**src/rtl/inst_encoder_if.sv**
```systemverilog
// Field-bundle input and encoded-instruction output bundle
// for the RV32I instruction encoder.
interface inst_encoder_if #(
  parameter int DEPTH = 4
) ();
  logic                     in_valid;
  logic                     in_ready;
  logic [6:0]               opcode;
  logic [6:0]               funct7;
  logic [2:0]               funct3;
  logic [4:0]               rs1;
  logic [4:0]               rs2;
  logic [4:0]               rd;
  logic [31:0]              imm;
  logic                     out_valid;
  logic [31:0]              out_inst;
  logic                     out_ready;
  logic                     err;
  logic [7:0]               err_cnt;
  logic [$clog2(DEPTH):0]   level;

  modport master (
    output in_valid, opcode, funct7, funct3,
    output rs1, rs2, rd, imm, out_ready,
    input  in_ready, out_valid, out_inst,
    input  err, err_cnt, level
  );

  modport slave (
    input  in_valid, opcode, funct7, funct3,
    input  rs1, rs2, rd, imm, out_ready,
    output in_ready, out_valid, out_inst,
    output err, err_cnt, level
  );
endinterface

```
**src/rtl/inst_encoder.sv**
```systemverilog
// RV32I field encoder: packs R/I/S/U bundles into 32-bit
// words and queues them in a small FIFO; illegal opcodes are counted.
module inst_encoder #(
  parameter int DEPTH = 4
) (
  input logic          clk,
  input logic          rst_n,
  inst_encoder_if.slave bus
);
  localparam int AW = $clog2(DEPTH);
  localparam int LW = AW + 1;

  localparam logic [6:0] OP_R     = 7'b0110011;
  localparam logic [6:0] OP_IMM   = 7'b0010011;
  localparam logic [6:0] OP_LOAD  = 7'b0000011;
  localparam logic [6:0] OP_JALR  = 7'b1100111;
  localparam logic [6:0] OP_STORE = 7'b0100011;
  localparam logic [6:0] OP_LUI   = 7'b0110111;
  localparam logic [6:0] OP_AUIPC = 7'b0010111;

  logic [31:0]   mem_q [DEPTH];
  logic [AW-1:0] wptr_q, wptr_d;
  logic [AW-1:0] rptr_q, rptr_d;
  logic [LW-1:0] level_q, level_d;
  logic          err_q, err_d;
  logic [7:0]    cnt_q, cnt_d;

  logic          is_r, is_i, is_sh, is_s, is_u;
  logic          legal;
  logic [31:0]   enc;
  logic          xfer, push, pop, reject;

  assign is_sh = (bus.opcode == OP_IMM) &&
                 (bus.funct3 == 3'b001 ||
                  bus.funct3 == 3'b101);
  assign is_r  = (bus.opcode == OP_R);
  assign is_i  = ((bus.opcode == OP_IMM) && !is_sh) ||
                 (bus.opcode == OP_LOAD) ||
                 (bus.opcode == OP_JALR);
  assign is_s  = (bus.opcode == OP_STORE);
  assign is_u  = (bus.opcode == OP_LUI) ||
                 (bus.opcode == OP_AUIPC);

  always_comb begin
    legal = 1'b1;
    enc   = '0;
    unique case (1'b1)
      is_r:  enc = {bus.funct7, bus.rs2, bus.rs1,
                    bus.funct3, bus.rd, bus.opcode};
      is_sh: enc = {bus.funct7, bus.imm[4:0], bus.rs1,
                    bus.funct3, bus.rd, bus.opcode};
      is_i:  enc = {bus.imm[11:0], bus.rs1,
                    bus.funct3, bus.rd, bus.opcode};
      is_s:  enc = {bus.imm[11:5], bus.rs2, bus.rs1,
                    bus.funct3, bus.imm[4:0], bus.opcode};
      is_u:  enc = {bus.imm[31:12], bus.rd, bus.opcode};
      default: legal = 1'b0;
    endcase
  end

  // in_ready depends on registered level only: no bypass when full
  assign bus.in_ready  = (level_q < LW'(DEPTH));
  assign bus.out_valid = (level_q != '0);
  assign bus.out_inst  = bus.out_valid ? mem_q[rptr_q] : 32'h0;
  assign bus.err       = err_q;
  assign bus.err_cnt   = cnt_q;
  assign bus.level     = level_q;

  assign xfer   = bus.in_valid && bus.in_ready;
  assign push   = xfer && legal;
  assign reject = xfer && !legal;
  assign pop    = bus.out_valid && bus.out_ready;

  always_comb begin
    wptr_d  = wptr_q;
    rptr_d  = rptr_q;
    level_d = level_q;
    err_d   = reject;
    cnt_d   = cnt_q;
    if (push) wptr_d = wptr_q + AW'(1);
    if (pop)  rptr_d = rptr_q + AW'(1);
    unique case ({push, pop})
      2'b10:   level_d = level_q + LW'(1);
      2'b01:   level_d = level_q - LW'(1);
      default: level_d = level_q;
    endcase
    if (reject && cnt_q != 8'hFF) cnt_d = cnt_q + 8'd1;
  end

  always_ff @(posedge clk or negedge rst_n) begin
    if (!rst_n) begin
      wptr_q  <= '0;
      rptr_q  <= '0;
      level_q <= '0;
      err_q   <= 1'b0;
      cnt_q   <= '0;
    end else begin
      wptr_q  <= wptr_d;
      rptr_q  <= rptr_d;
      level_q <= level_d;
      err_q   <= err_d;
      cnt_q   <= cnt_d;
    end
  end

  always_ff @(posedge clk or negedge rst_n) begin
    if (!rst_n) begin
      for (int i = 0; i < DEPTH; i++) mem_q[i] <= '0;
    end else if (push) begin
      mem_q[wptr_q] <= enc;
    end
  end
endmodule
```
**src/flat_wrapper.sv**
```systemverilog
// flat-port wrapper written by rule: the top's interface ports become plain ports
module inst_encoder_flat 
#(
  parameter int DEPTH = 4
)
  (clk, rst_n, bus_in_valid, bus_opcode, bus_funct7, bus_funct3, bus_rs1, bus_rs2, bus_rd, bus_imm, bus_out_ready, bus_in_ready, bus_out_valid, bus_out_inst, bus_err, bus_err_cnt, bus_level);
  inst_encoder_if #(.DEPTH(DEPTH)) bus_i ();
  input logic clk;
  input logic rst_n;
  input wire logic [$bits(bus_i.in_valid)-1:0] bus_in_valid;
  input wire logic [$bits(bus_i.opcode)-1:0] bus_opcode;
  input wire logic [$bits(bus_i.funct7)-1:0] bus_funct7;
  input wire logic [$bits(bus_i.funct3)-1:0] bus_funct3;
  input wire logic [$bits(bus_i.rs1)-1:0] bus_rs1;
  input wire logic [$bits(bus_i.rs2)-1:0] bus_rs2;
  input wire logic [$bits(bus_i.rd)-1:0] bus_rd;
  input wire logic [$bits(bus_i.imm)-1:0] bus_imm;
  input wire logic [$bits(bus_i.out_ready)-1:0] bus_out_ready;
  output wire logic [$bits(bus_i.in_ready)-1:0] bus_in_ready;
  output wire logic [$bits(bus_i.out_valid)-1:0] bus_out_valid;
  output wire logic [$bits(bus_i.out_inst)-1:0] bus_out_inst;
  output wire logic [$bits(bus_i.err)-1:0] bus_err;
  output wire logic [$bits(bus_i.err_cnt)-1:0] bus_err_cnt;
  output wire logic [$bits(bus_i.level)-1:0] bus_level;
  assign bus_i.in_valid = bus_in_valid;
  assign bus_i.opcode = bus_opcode;
  assign bus_i.funct7 = bus_funct7;
  assign bus_i.funct3 = bus_funct3;
  assign bus_i.rs1 = bus_rs1;
  assign bus_i.rs2 = bus_rs2;
  assign bus_i.rd = bus_rd;
  assign bus_i.imm = bus_imm;
  assign bus_i.out_ready = bus_out_ready;
  assign bus_in_ready = bus_i.in_ready;
  assign bus_out_valid = bus_i.out_valid;
  assign bus_out_inst = bus_i.out_inst;
  assign bus_err = bus_i.err;
  assign bus_err_cnt = bus_i.err_cnt;
  assign bus_level = bus_i.level;
  inst_encoder #(.DEPTH(DEPTH)) u_core (.clk(clk), .rst_n(rst_n), .bus(bus_i));
endmodule
```
**config.mk**
```make
export PLATFORM = sky130hd
export DESIGN_NAME = inst_encoder_flat
export DESIGN_NICKNAME = d
export VERILOG_FILES = /design/src/rtl/inst_encoder_if.sv /design/src/rtl/inst_encoder.sv /design/src/flat_wrapper.sv
export SDC_FILE = /design/constraint.sdc
export NUM_CORES = 1
export LEC_CHECK = 0
export BUFFER_PORTS_ARGS = -buffer_cell sky130_fd_sc_hd__buf_4
export CAP_MARGIN = 40
export CORE_MARGIN = 10
export CORE_UTILIZATION = 37
export DETAILED_ROUTE_END_ITERATION = 8
export GPL_ROUTABILITY_DRIVEN = 0
export MAX_ROUTING_LAYER = met4
export PLACE_DENSITY = 0.59
export REMOVE_ABC_BUFFERS = 1
export SLEW_MARGIN = 20
export SYNTH_ARGS = -nofsm -noshare
export SYNTH_HDL_FRONTEND = slang
export SYNTH_SLANG_ARGS = --single-unit
```
**constraint.sdc**
```tcl
create_clock -name clk -period 5.85 [get_ports clk]
set_input_delay 0.8775 -clock clk [delete_from_list [all_inputs] [get_ports clk]]
set_output_delay 0.8775 -clock clk [all_outputs]
set_load 0.01 [all_outputs]
```
==> results of run 1 <==
==> cell type report <==
cell class / count / area [µm²] / share of cell area (%)
Timing Repair Buffer: 128 / 1000 / 11.2
Clock buffer: 20 / 467 / 5.20
Sequential cell: 144 / 3610 / 40.2
Inverter: 12 / 45.0 / 0.502
Clock inverter: 12 / 203 / 2.26
Tap cell: 265 / 332 / 3.70
Multi-Input combinational cell: 376 / 3320 / 37.0
==> worst max-delay path, delay by kind of cell (launching register included) <==
| family | cells | cell delay, ns |
|---|---|---|
| DFF | 1 | 0.34 |
| muxes | 1 | 0.64 |
| and+or+nand+nor | 1 | 0.19 |
| buffers and inverters | 2 | 0.70 |
==> per-stage QoR <==
stage          cell area, µm²  utilization [%]  worst slack (ns)  hold WS [ns]
5_1_grt                  8970             46.2              2.51         0.326
3_5_place_dp             8270             42.6              2.28         0.448
6_report                 8970             46.2              2.65         0.322
2_1_floorplan            6970                -              2.21         0.434
3_3_place_gp             8230             42.4              2.14         0.447
4_1_cts                  8940             46.1              2.58         0.462
==> cell families after synthesis <==
family / after synthesis
buffers and inverters: 56
AO/OA/AOI/OAI: 140
adder cells (fa/ha/maj): 7
XOR/XNOR: 11
multiplexers: 105
flip-flops: 144
AND/OR/NAND/NOR: 113
==> registers in the layout, indices dropped and copies added, names as in the netlist <==
register,flops
u_core.wptr_q,2
u_core.rptr_q,2
u_core.bus.err,1
u_core.bus.level,3
u_core.bus.err_cnt,8
u_core.mem_q,128
==> path summary, 6_finish.rpt <==
| path | startpoint | end | slack [ns] | cells past startpoint |
|---|---|---|---|---|
| setup / recovery | u_core.rptr_q[0]$_DFFE_PN0P_ | bus_out_inst[7] | 2.65 | 4 |
| hold / removal | rst_n | u_core.bus.err_cnt[0]$_DFFE_PN0P_ | 0.32 | 1 |
| setup reg to reg | u_core.bus.level[2]$_DFFE_PN0P_ | u_core.mem_q[98]$_DFFE_PN0P_ | 2.98 | 5 |
| hold reg to reg | u_core.mem_q[32]$_DFFE_PN0P_ | u_core.mem_q[32]$_DFFE_PN0P_ | 0.46 | 1 |
| max in group asynchronous | rst_n | u_core.mem_q[29]$_DFFE_PN0P_ | 4.63 | 2 |
| min in group clk | u_core.mem_q[32]$_DFFE_PN0P_ | u_core.mem_q[32]$_DFFE_PN0P_ | 0.46 | 1 |
==> cells in the mapped netlist (9+ instances only) <==
cell type  number  share of area (%)
mux2_1         56                8.7
a31oi_1        48                4.1
o21ai_0        10               0.69
inv_1          12               0.62
a21oi_1        49                3.4
a22oi_1        15                1.6
mux4_2         32                9.9
mux2_2         16                2.5
buf_2          13               0.90
buf_6          10                1.6
clkbuf_1       14               0.73
dfrtp_1       144                 50
and2_1         42                3.6
or2_2           9               0.78
==> per-layer routing <==
layer | GRT usage [%] | up-vias | part of all wire (%)
met3 | 3.75 | 32 | 5.3
met5 | - | - | 0
met2 | 25.2 | 183 | 48
li1 | - | 2373 | -
met1 | 20.4 | 2709 | 44
met4 | 5.63 | 0 | 2.1
==> power groups by stage <==
stage	registers [µW]	logic (µW)	clock network, µW
4_1_cts	1280	960	1240
3_3_place_gp	1330	882	0
2_1_floorplan	1350	482	0
3_5_place_dp	1300	958	0
5_1_grt	1300	1040	1280
6_report	1280	937	1220
==> flow_summary_export.csv, run 1 <==
group,metric,value,unit
power,seqPwrFrac,37.2,%
clocking,clkLatencyLatePin,0.42,ns
timing,slew_headroom,52.5,%
timing,tns,0,ns
timing,period_needed,3.20,ns
power,power,3440,µW
clocking,clock-sinks,144,
yosys,synthAdderAreaFrac,1.31,%
yosys,synthSimpleGateAreaFrac,9.72,%
route,drtAntennaViolNets,0,
route,drcViolationCount,0,
final_layout,mostFrequentLayoutCells,"dfrtp_1, buf_4, mux2_1",
yosys,async_reset_ff_share,100,%
yosys,ys_seq_elements,144,
clocking,clk_root_buffer_cell,"clkbuf_16",
floorplanning,dieArea,25600,µm²
global_routing,grtUsageTotal,16.2,%
floorplanning,initial_utilization,37.4,%
final_layout,n_fill_cell,1827,
power,p_leak,0.00426,µW
yosys,synth-compound-area-share,12.1,%
yosys,synthXorXnorAreaFrac,1.33,%
final_layout,layout.cells.non_filler,957,
power,swShare,29.5,%
timing,tightest_slew,0.708,ns
clocking,cts_resized,0,
route,vias,5297,
final_layout,final_common_cell,"dfrtp_1",
floorplanning,rows,51,
yosys,synth_area,7250,µm²
hold_path,hold_path_class,"input pin to async pin",
timing,fin_crit_sh,54.7,%
power,vdd_drop_max,0.000226,V
yosys,ys_types,49,
clocking,clk_pin_slew,0.06,ns
clocking,cts_setup_buffers,0,
setup_path,cp-start-kind,"flip-flop",
timing,fmax,313,MHz
route,drt_wl_total,20.2,mm
yosys,ys_seq_area_share,49.7,%
setup_path,crit_top_cell,"buf_4",
floorplanning,num_io_pins,114,
route,drt_first_pass_iters,5,
yosys,yosysWarnings,0,
setup_path,critPathSlowestCell,"mux4_2",
timing,finClkSkew,0.00743,ns
clocking,cts_tree,"done",
setup_path,path_class,"flip-flop to primary output",
global_routing,grt_pass1_vias,5697,
yosys,synth_mux_area_share,21.3,%
timing,rsz0062_at_grt,"no",
power,p_int,2430,µW
floorplanning,coreArea,19400,µm²
yosys,synth_top_family_by_area,"multiplexers",
setup_path,cp_data_required_time,4.97,ns
route,wl_per_cell,21.1,µm
timing,hold_viol,0,
setup_path,worstPathArrival,2.32,ns
placement,dp.cells,924,
final_layout,antenna_cells,0,
floorplanning,fp.dieH,160,µm
power,p_clk_share,35.6,%
placement,place_hpwl,13.8,mm
outcome,status,"finished clean",
job,max_cap_viol_count,0,
timing,slew_violations,0,
floorplanning,dieWidth,160,µm
power,power_switching,1010,µW
global_routing,antenna_found_initial,0,
route,viasPerCell,5.54,
clocking,cts_buffers,17,
clocking,ctsHoldBuffers,0,
yosys,postSynthAreaPerCell,12.6,µm²
global_routing,grt_max_degree,98,
final_layout,syn2layout_area_growth,23.8,%
power,p_comb_share,27.2,%
clocking,htreeDepth,4,
placement,io_buffer_count,113,
yosys,syn_inst,576,
yosys,ys.flop_type,"dfrtp_1",
global_routing,grt_overflow,0,
route,drtIter0Drc,316,
yosys,synth_edf_count,0,
clocking,cts.path.max_buffers,2,
timing,finalSetupViolations,0,
final_layout,nets,754,
power,p_per_area,383,nW/µm²
setup_path,crit_path_max_incr_delay,0.64,ns
global_routing,grt_first_pass_wirelength,32.0,mm
setup_path,crit_chain,"buf_4, mux4_2, and2_1, buf_4",
final_layout,drive_gt1_share,32.2,%
setup_path,setup.worst_path.end_class,"primary output",
setup_path,crit_path_max_fanout,34,
No activity file was read; power rests on OpenSTA's default activity.
==> inputs of run 2 (changes only) <==
Settings changed: ABC_AREA set to 1.
Clock period 5.85 ns to 3.3 ns, I/O delays scaled along.
==> flow_summary_export.csv, run 2 <==
group,metric,value,unit
outcome,status,"finished, violations left",
outcome,failed_checks,"negative hold slack",
yosys,synth_top_family_by_area,"simple AND/OR/NAND/NOR gates",
clocking,cts_buffers,17,
clocking,cts.path.max_buffers,2,
global_routing,grt_overflow,0,
timing,period_needed,2.59,ns
placement,dp_slack,0.616,ns
setup_path,rr_startpoint,"u_core.bus.level[2]$_DFFE_PN0P_",
floorplanning,num_io_pins,114,
final_layout,syn2layout_area_growth,23.0,%
setup_path,worstPathArrival,2.09,ns
final_layout,final_area,9230,µm²
route,drt_first_pass_iters,5,
floorplanning,initial_utilization,37.3,%
global_routing,grtUsageTotal,18.4,%
final_layout,drive_gt1_share,16.5,%
yosys,ys.flop_type,"dfrtp_1",
yosys,synth_edf_count,0,
timing,tns,0,ns
route,drcViolationCount,0,
route,drtIter0Drc,566,
placement,place_hpwl,14.8,mm
timing,tightest_slew,0.806,ns
final_layout,nets,1210,
yosys,synth-compound-area-share,8.29,%
timing,slew_headroom,46.2,%
final_layout,fin_util,45.9,%
yosys,synthAdderAreaFrac,1.27,%
final_layout,final_common_cell,"nand2_1",
setup_path,path_class,"flip-flop to primary output",
timing,finalSetupViolations,0,
yosys,synthSimpleGateAreaFrac,34.9,%
job,max_cap_viol_count,0,
final_layout,mostFrequentLayoutCells,"nand2_1, dfrtp_1, nor2_1",
hold_path,hold_path_class,"input pin to async pin",
yosys,ys_seq_area_share,48.0,%
floorplanning,rows,52,
power,p_leak,0.00506,µW
final_layout,largest_register_ffs,128,
yosys,synth_area,7500,µm²
yosys,synth_top_area_cell,"dfrtp_1",
route,drtAntennaViolNets,0,
final_layout,n_fill_cell,2036,
floorplanning,dieWidth,162,µm
route,drt_wl_total,23.4,mm
clocking,clk_pin_slew,0.06,ns
power,vdd_drop_max,0.000383,V
timing,fmax,386,MHz
yosys,ys_seq_elements,144,
clocking,cts_tree,"done",
setup_path,cp-startpoint,"u_core.rptr_q[1]$_DFFE_PN0P_",
yosys,synthXorXnorAreaFrac,1.17,%
setup_path,crit_path_max_fanout,16,
timing,whs,-0.00851,ns
route,wl_per_cell,16.5,µm
floorplanning,fp.dieH,162,µm
route,viasPerCell,4.81,
setup_path,setup.worst_path.end_class,"primary output",
setup_path,cp_data_required_time,2.80,ns
power,p_per_area,711,nW/µm²
yosys,synth.top_cell.area_share,48.0,%
floorplanning,dieArea,26400,µm²
global_routing,antenna_found_initial,0,
timing,slew_violations,0,
clocking,clkLatencyLatePin,0.43,ns
timing,rsz0062_at_grt,"no",
clocking,cts_resized,0,
setup_path,ff2ff_setup_slack,0.99,ns
timing,finClkSkew,0.00611,ns
yosys,syn_inst,1038,
global_routing,grt_max_degree,82,
yosys,synth_mux_area_share,0,%
clocking,cts_setup_buffers,0,
clocking,ctsHoldBuffers,0,
yosys,async_reset_ff_share,100,%
global_routing,grt_pass1_vias,6660,
placement,place_area,8580,µm²
global_routing,grt_first_pass_wirelength,37.0,mm
final_layout,largest_register,"u_core.mem_q",
yosys,synth.area.top_cells,"dfrtp_1, nand2_1, nor2_1",
yosys,yosysWarnings,0,
yosys,synth.most_common_cell,"nand2_1",
timing,layout_setup_ws,0.711,ns
route,vias,6821,
timing,hold_viol,4,
yosys,ys_types,28,
timing,fin_crit_sh,78.4,%
clocking,clk_root_buffer_cell,"clkbuf_16",
clocking,clock-sinks,144,
yosys,postSynthAreaPerCell,7.23,µm²
power,power,6560,µW
clocking,htreeDepth,4,
final_layout,antenna_cells,0,
setup_path,cp-start-kind,"flip-flop",
placement,io_buffer_count,113,
yosys,synth_common_cells,"nand2_1, dfrtp_1, nor2_1",
floorplanning,coreArea,20100,µm²
## run 2: changes by cell type after synthesis, sizes merged, moves of 15 or more
| cell | before | now |
|---|---|---|
| nor2 | 5 | 147 |
| nand2 | 8 | 463 |
| mux2 | 72 | 0 |
| inv | 12 | 47 |
| nand3 | 4 | 29 |
| mux4 | 32 | 0 |
| a31oi | 48 | 0 |
| and2 | 42 | 0 |
| a22oi | 15 | 0 |
| o21ai | 11 | 75 |
## run 2: path summary, 6_finish.rpt
kind                                                 endpoint  cells after the start
min in group clk                  u_core.mem_q[4]$_DFFE_PN0P_                      3
worst min register to register   u_core.mem_q[33]$_DFFE_PN0P_                      2
max in group asynchronous       u_core.mem_q[110]$_DFFE_PN0P_                      2
worst max register to register    u_core.mem_q[5]$_DFFE_PN0P_                      7
worst max-delay path                          bus_out_inst[2]                      6
worst min-delay path             u_core.mem_q[85]$_DFFE_PN0P_                      1
## run 2: per-stage QoR
step	instances	hold slack (ns)
global route	1417	0.0182
finish	1417	-0.00851
CTS	1417	0.00743
global placement	1386	0.433
floorplan	984	0.199
detailed placement	1386	0.440
## run 2: critical path: stages (launching register included)
cell,delay (ns)
dfrtp_1,0.66
inv_1,0.11
buf_4,0.24
nor2_1,0.12
o21ai_0,0.08
a21oi_1,0.26
buf_4,0.18
## run 2: power by group
part           switching [µW]  internal, µW  total, µW
registers                 136          1880       2020
logic                    1430           997       2420
clock network             757          1360       2120
total                    2320          4240       6560
## run 2: logic make-up (layout without fill, tap and decap cells)
family	Yosys count	after routing
AND/OR/NAND/NOR	656	656
flip-flops	144	144
AO/OA/AOI/OAI	120	120
buffers and inverters	101	210
XOR/XNOR	10	10
adder cells (fa/ha/maj)	7	7
## run 2: layout make-up
cell class                 instances  area [µm²]  share of cell area [%]
timing repair buffer             132        1030                    11.2
clock inverter                     9         153                    1.65
inverter                          47         176                    1.91
multi-input combinational        793        3430                    37.2
sequential                       144        3600                    39.1
clock buffer                      22         494                    5.36
tap                              270         338                    3.66
## run 2: layer usage
| metal | wire length [µm] | global-route usage [%] | vias up | part of all wire [%] |
|---|---|---|---|---|
| met2 | 10700 | 28.2 | 195 | 46 |
| li1 | - | - | 3415 | - |
| met1 | 11200 | 24.1 | 3194 | 48 |
| met5 | 0 | - | - | 0 |
| met3 | 1300 | 4.22 | 17 | 5.6 |
| met4 | 265 | 4.43 | 0 | 1.1 |
==> inputs of run 3 (changes only) <==
Clock period 3.3 ns to 2.6 ns, I/O delays scaled along.
==> flow_summary_export.csv, run 3 (synthesized netlist as in run 2, its figures left out) <==
group,metric,value,unit
floorplanning,num_io_pins,114,
timing,rsz0062_at_grt,"no",
final_layout,regArea,3600,µm²
final_layout,multiInputGateArea,3430,µm²
route,drcViolationCount,0,
hold_path,hold_path_class,"input pin to flip-flop",
final_layout,largest_register_ffs,128,
global_routing,grt_first_pass_wirelength,37.3,mm
clocking,clk_root_buffer_cell,"clkbuf_16",
global_routing,grt_overflow,0,
timing,fmax,422,MHz
setup_path,r2r_end,"u_core.bus.err_cnt[2]$_DFFE_PN0P_",
job,max_cap_viol_count,0,
route,drtAntennaViolNets,0,
final_layout,final_common_cell,"nand2_1",
setup_path,ff2ff_setup_slack,0.60,ns
clocking,cts.path.max_buffers,2,
timing,tightest_slew,0.496,ns
floorplanning,coreArea,20100,µm²
route,vias,6936,
clocking,clock-sinks,144,
final_layout,n_fill_cell,2089,
final_layout,antenna_cells,0,
final_layout,fin_util,46.6,%
clocking,cts_tree,"done",
outcome,status,"finished clean",
power,p_per_area,882,nW/µm²
timing,tns,0,ns
placement,dp.cells,1395,
global_routing,grt_max_degree,66,
global_routing,grtUsageTotal,18.4,%
hold_path,worst_hold_path.endpoint,"u_core.mem_q[36]$_DFFE_PN0P_",
final_layout,nets,1220,
final_layout,largest_register,"u_core.mem_q",
timing,hold_viol,0,
timing,slew_headroom,66.9,%
route,drt_wl_total,23.4,mm
clocking,clk_pin_slew,0.06,ns
hold_path,hold_start,"bus_opcode[4]",
global_routing,grt_pass1_vias,6876,
setup_path,crit_path_max_incr_delay,0.42,ns
setup_path,crit_chain,"inv_1, buf_12, o21ai_0, a21oi_1, buf_4",
hold_path,min_path_cells,3,
clocking,htreeDepth,4,
setup_path,rr_startpoint,"u_core.bus.err_cnt[0]$_DFFE_PN0P_",
floorplanning,initial_utilization,37.3,%
clocking,cts_resized,0,
floorplanning,dieWidth,162,µm
final_layout,mostFrequentLayoutCells,"nand2_1, dfrtp_1, nor2_1",
route,wl_per_cell,16.4,µm
setup_path,crit_path_max_fanout,27,
power,vdd_drop_max,0.000573,V
timing,period_needed,2.37,ns
floorplanning,dieArea,26400,µm²
setup_path,cp-start-kind,"flip-flop",
setup_path,critPathSlowestCell,"dfrtp_2",
setup_path,setup.worst_path.end_class,"primary output",
timing,fin_crit_sh,91.1,%
setup_path,crit_family,"buffers and inverters",
clocking,clkLatencyLatePin,0.43,ns
setup_path,path_class,"flip-flop to primary output",
route,viasPerCell,4.86,
timing,slew_violations,0,
power,p_leak,0.00512,µW
floorplanning,rows,52,
final_layout,layout.cells.non_filler,1428,
setup_path,path_buf_inv,3,
timing,finClkSkew,0.00906,ns
setup_path,reg2regPathDepth,6,
final_layout,syn2layout_area_growth,24.9,%
setup_path,worstPathArrival,1.98,ns
clocking,cts_buffers,17,
placement,place_hpwl,15.2,mm
route,drtIter0Drc,577,
setup_path,cp_data_required_time,2.21,ns
floorplanning,fp.dieH,162,µm
timing,finalSetupViolations,0,
global_routing,antenna_found_initial,0,
power,power,8260,µW
placement,io_buffer_count,113,
route,drt_first_pass_iters,5,
final_layout,drive_gt1_share,17.2,%
==> run 3: changes by cell type in the layout (fill, tap and decap cells not counted), sizes merged <==
cell         before  now
bufinv            4    3
buf             132  141
clkinvlp          0    1
inv              48   50
clkinv            4    8
clkbuf           22   17
dlygate4sd3       0    1
==> run 3: layer usage <==
layer,up-vias,GRT usage [%],wire [µm],share of wire [%]
met1,3264,24.1,10900,46
met4,0,5.50,379,1.6
li1,3433,-,-,-
met2,215,28.5,10900,46
met5,-,-,0,0
met3,24,3.31,1300,5.5
==> run 3: power breakdown <==
group | total (µW) | leakage [µW] | internal [µW] | switching (µW)
Sequential | 2530 | 0.00194 | 2390 | 138
Combinational | 3190 | 0.00288 | 1320 | 1870
Clock | 2540 | 0.000298 | 1520 | 1020
==> run 3: final cells by class <==
| cell class | count | share of cell area [%] |
|---|---|---|
| Clock buffer | 17 | 4.54 |
| Clock inverter | 15 | 1.99 |
| Inverter | 47 | 1.88 |
| Multi-Input combinational cell | 793 | 36.6 |
| Sequential cell | 144 | 38.5 |
| Tap cell | 270 | 3.61 |
| Timing Repair Buffer | 142 | 12.9 |
==> run 3: worst reg2reg max path, delay by kind of cell, from the launching register on <==
family | cells | cell delay (ns)
compound gates | 1 | 0.33
fa+ha+maj | 1 | 0.25
flops | 1 | 0.44
simple gates | 4 | 0.88
==> run 3: worst max-delay path by stage <==
stage,slack (ns),cells past startpoint,start,to
after detailed placement,0.30,12,bus_opcode[0],u_core.bus.level[2]$_DFFE_PN0P_
after CTS,0.19,5,u_core.rptr_q[0]$_DFFE_PN0P_,bus_out_inst[8]
after global placement,0.33,12,bus_opcode[0],u_core.bus.level[2]$_DFFE_PN0P_
final,0.23,5,u_core.rptr_q[0]$_DFFE_PN0P_,bus_out_inst[8]
after global routing,0.09,5,u_core.rptr_q[0]$_DFFE_PN0P_,bus_out_inst[27]
after floorplan,-1.01,8,u_core.bus.level[0]$_DFFE_PN0P_,u_core.bus.level[1]$_DFFE_PN0P_
==> run 3: what timing repair did <==
item	in CTS	in global routing
endpoints found under the hold margin	47	0
buffers inserted	0	0
hold buffers	1	0
==> run 3: metrics by stage <==
stage	setup WS (ns)	cell area, µm²	hold WS (ns)
finish	0.232	9370	0.253
global route	0.0913	9370	0.266
CTS	0.190	9370	0.231
detailed placement	0.297	8750	0.369
global placement	0.328	8750	0.367
floorplan	-1.01	7200	0.0944
